===== config.mk =====
export PLATFORM = sky130hd
export DESIGN_NAME = rr_slot_scheduler
export DESIGN_NICKNAME = d
export VERILOG_FILES = /design/src/rtl/rr_slot_scheduler.sv
export SDC_FILE = /design/constraint.sdc
export NUM_CORES = 1
export LEC_CHECK = 0
export BUFFER_PORTS_ARGS = -buffer_cell sky130_fd_sc_hd__buf_2
export CORE_UTILIZATION = 54
export DETAILED_ROUTE_END_ITERATION = 16
export PLACE_DENSITY = 0.78
export SLEW_MARGIN = 20
export SYNTH_ARGS = -nofsm -noshare
export SYNTH_HDL_FRONTEND = slang
export SYNTH_SLANG_ARGS = --single-unit

===== constraint.sdc =====
create_clock -name clk -period 3.6 [get_ports clk]
set_input_delay 0.36 -clock clk [delete_from_list [all_inputs] [get_ports clk]]
set_output_delay 0.36 -clock clk [all_outputs]
set_load 0.02 [all_outputs]

===== src/rtl/rr_slot_scheduler.sv =====
// rtl/rr_slot_scheduler.sv - round-robin owner scheduler for one shared slot among 7 requesters.
// Optional macro RR_NOGAP_EN: hand the slot straight to the next requester on release, with no idle gap.
module rr_slot_scheduler #(
  parameter int MAX_BURST = 16,
  parameter int CNT_W     = 5
) (
  input  logic             clk,
  input  logic             rst,
  input  logic             en,
  input  logic [6:0]       req,
  input  logic             done,
  output logic [2:0]       sel_code,
  output logic [6:0]       grant,
  output logic             busy,
  output logic [CNT_W-1:0] burst_cnt
);

  typedef enum logic {IDLE, BUSY} state_t;

  state_t           state, state_nx;
  logic [2:0]       sel_q, sel_nx;
  logic [2:0]       last_q, last_nx;
  logic [CNT_W-1:0] cnt_q, cnt_nx;
  logic [2:0]       owner;
  logic [3:0]       pick_idle;
  logic             release_now;

  // Returns {found, index}: first set bit of r searching upward from last+1, wrapping 6 -> 0.
  function automatic logic [3:0] rr_pick(input logic [6:0] r, input logic [2:0] last);
    logic [2:0] idx;
    logic [3:0] res;
    res = 4'b0;
    idx = (last >= 3'd6) ? 3'd0 : last + 3'd1;
    for (int i = 0; i < 7; i++) begin
      if (!res[3] && r[idx]) res = {1'b1, idx};
      idx = (idx == 3'd6) ? 3'd0 : idx + 3'd1;
    end
    return res;
  endfunction

  // owner is only meaningful while BUSY; sel_q is then 1..7.
  assign owner       = sel_q - 3'd1;
  assign pick_idle   = rr_pick(req, last_q);
  assign release_now = done || !req[owner] || (cnt_q == CNT_W'(MAX_BURST));

`ifdef RR_NOGAP_EN
  logic [3:0] pick_next;
  assign pick_next = rr_pick(req & ~(7'(1) << owner), owner);
`endif

  always_comb begin
    state_nx = state;
    sel_nx   = sel_q;
    last_nx  = last_q;
    cnt_nx   = cnt_q;
    case (state)
      IDLE: begin
        sel_nx = 3'd0;
        cnt_nx = '0;
        if (en && pick_idle[3]) begin
          state_nx = BUSY;
          sel_nx   = pick_idle[2:0] + 3'd1;
          cnt_nx   = CNT_W'(1);
        end
      end
      BUSY: begin
        if (release_now) begin
          last_nx  = owner;
          state_nx = IDLE;
          sel_nx   = 3'd0;
          cnt_nx   = '0;
`ifdef RR_NOGAP_EN
          if (en && pick_next[3]) begin
            state_nx = BUSY;
            sel_nx   = pick_next[2:0] + 3'd1;
            cnt_nx   = CNT_W'(1);
          end
`endif
        end else if (cnt_q != CNT_W'(MAX_BURST)) begin
          cnt_nx = cnt_q + CNT_W'(1);
        end
      end
      default: state_nx = IDLE;
    endcase
  end

  always_ff @(posedge clk or posedge rst) begin
    if (rst) begin
      state  <= IDLE;
      sel_q  <= 3'd0;
      last_q <= 3'd6;
      cnt_q  <= '0;
    end else begin
      state  <= state_nx;
      sel_q  <= sel_nx;
      last_q <= last_nx;
      cnt_q  <= cnt_nx;
    end
  end

  assign sel_code  = sel_q;
  assign grant     = (sel_q == 3'd0) ? 7'd0 : (7'(1) << owner);
  assign busy      = (state == BUSY);
  assign burst_cnt = cnt_q;

endmodule


==> metrics.cfg <==
[floorplanning]
rows = 22
chipWidth_um = 65.2
floorplan.initialDensity_pct = 57.6
die_y_um = 65.2
core_area_um2 = 3740
io_pins = 27
die_area_um2 = 4250

[grt]
grt_overflow = 0
grt_usage_pct = 29.4
grt_max_degree = 24
antenna_found_initial = 0
grt_first_pass_wirelength_mm = 9.77
grt_pass1_vias = 2071

[sta]
setup_viol = 0
finalMaxSlewViolations = 0
worst_pin_slew_ns = 0.485
fin_skew_ns = 0.000607
fmax_ghz = 0.285
fin_crit_sh_pct = 97.6
setup_tns_ns = 0
hold_viol_final = 0
fin_crit_ns = 3.51
relSlewSlack_pct = 67.6

[place]
place_area_um2 = 2580
dpl.hpwl_mm = 4.51
io_buffers = 26
place_congestion = 0.961

[logic_synthesis]
yosysUniqueCellTypes = 69
yosysWarningCount = 0
synth_edf_count = 0
synth_fp_nets = 277
synth_cells = 255
ys_ff_latch = 12
netlist_top_cells_area = dfrtp_1 (12%), mux2i_1 (11%), ha_1 (6.4%)
synthFlopType = dfrtp_1
syn_avg_cell_area_um2 = 8.45
ys_seq_area_share_pct = 14.0
yosys.area.top_type = dfrtp_1
synth_top_cell_area_share_pct = 11.6
synth.cell_area_um2 = 2160
async_flop_share_pct = 100

[worst_setup_path]
rrSetupSlack_ns = 0.09
required_ns = 3.71
worst_setup_path_start_kind = register
r2r-start = last_q[1]
worstSetupEndpointType = register
r2r_end = sel_code[2]
worstPathMaxFanout = 8
critPathKind = register to register
critical_path_arrival_ns = 3.63
reg2regPathDepth = 14

[cells_and_area]
final_common_cell = buf_4
finish.instance_area_um2 = 2810
drive_gt1_share_pct = 38.3
num-nets-final = 336
layout_common_cells = buf_4 (36), buf_2 (26), mux2i_1 (22)
antenna_cells = 0
area_delta_synth_final_pct = 30.3

[drt]
final_antenna_net_count = 0
drc = 0
routedWlPerCell_um = 17.4
wirelength_mm = 6.28
avgViaCountPerCell = 6.26
vias = 2260
firstDrtPassIters = 4
drt_iter0_markers = 188

[cts]
cts_tree = built
clk_latency_ns = 0.25
numCtsBuffers = 3
cts.sinks = 12
clk_path_buf_depth = 2
clockRootBuffer = clkbuf_8
cts.clk_slew.worst_paths_ns = 0.05
htreeDepth = 1

[flow_run]
maxCapViolations = 0

[min_path]
hp-class = primary input to asynchronous set/reset pin

[outcome]
status = finished, final reports clean

==> cells by family after synthesis <==
logic type / count (synthesis) / share of synthesized area [%]
adders and majority gates: 11 / 6.38
and+or+nand+nor: 82 / 20.0
buffers and inverters: 26 / 5.11
AOI/OAI and AO/OA: 76 / 27.9
DFF: 12 / 14.0
muxes: 42 / 23.3
xor gates and xnor gates: 6 / 3.31
==> metrics by stage <==
stage	hold slack, ns	std cells	setup WS (ns)	utilization, %
2_1_floorplan	0.223	255	0.00901	-
6_report	0.122	361	0.0867	75.0
4_1_cts	0.127	359	0.00737	70.5
3_5_place_dp	0.390	355	-0.0292	68.9
5_1_grt	0.156	361	-0.0457	75.0
3_3_place_gp	0.383	355	0.0164	68.9
==> Yosys cell counts (3+ instances only) <==
cell type / number
o21a_1: 3
and3_1: 5
mux2_4: 3
dfrtp_1: 10
inv_1: 14
o21ai_0: 12
nand2b_1: 8
nand2_1: 21
nor3_1: 5
o22ai_1: 3
nand3_1: 7
clkbuf_1: 6
xor2_1: 3
mux2_2: 10
o21ai_1: 3
a31oi_1: 3
a21oi_1: 17
buf_2: 4
nor2b_1: 7
mux2i_1: 24
and2_1: 4
nor2_1: 13
ha_1: 11
==> cell type report <==
| class | count | area, µm² |
|---|---|---|
| clock buffer | 4 | 45.0 |
| fill | 281 | 935 |
| inverter | 14 | 52.6 |
| multi-input combinational | 217 | 1900 |
| sequential | 12 | 303 |
| tap | 48 | 60.1 |
| timing repair buffer | 66 | 449 |
==> worst max-delay path, stage by stage, from the launching register on <==
cell	delay, ns
dfstp_2	0.38
buf_4	0.15
ha_4	0.19
nand3b_1	0.28
o21a_4	0.29
mux2_4	0.29
mux2_4	0.26
a211o_1	0.30
mux2_4	0.32
and4bb_4	0.20
o21ba_4	0.21
a22oi_2	0.05
ha_1	0.20
xor2_1	0.15
o22ai_1	0.08
==> routing by layer <==
metal / share of wire (%) / routed length [µm] / track usage [%] / up-vias
met4: 1.8 / 116 / 8.15 / 0
met1: 43 / 2710 / 39.2 / 1071
met3: 6.8 / 425 / 5.38 / 15
met2: 48 / 3020 / 48.2 / 103
li1: - / - / - / 1071
met5: 0 / 0 / 0 / -
==> state kept, by name, indices dropped and copies added, names as in the netlist <==
name,cells
burst_cnt,5
last_q,3
sel_code,3
busy,1
==> worst max path at each step <==
stage / depth (start not counted) / slack, ns / start / to
5_1_grt: 14 / -0.05 / last_q[1] / sel_code[2]
4_1_cts: 13 / 0.007 / last_q[1] / sel_code[2]
6_report: 14 / 0.09 / last_q[1] / sel_code[2]
3_3_place_gp: 16 / 0.02 / last_q[0] / sel_code[2]
3_5_place_dp: 15 / -0.03 / last_q[1] / sel_code[2]
2_1_floorplan: 15 / 0.009 / last_q[1] / sel_code[2]
==> repair_timing <==
| item | in CTS | in global routing |
|---|---|---|
| endpoints found under the setup margin | 2 | 3 |
| resized for setup | 3 | 29 |
| setup buffers | 0 | 2 |
| pin swaps | 1 | 2 |
| cloned | 0 | 0 |
| hold buffers | 0 | 0 |
Power is left out: the tool's default activity adds up to more than one toggle a clock period on the data nets, which glitch-free logic cannot reach.
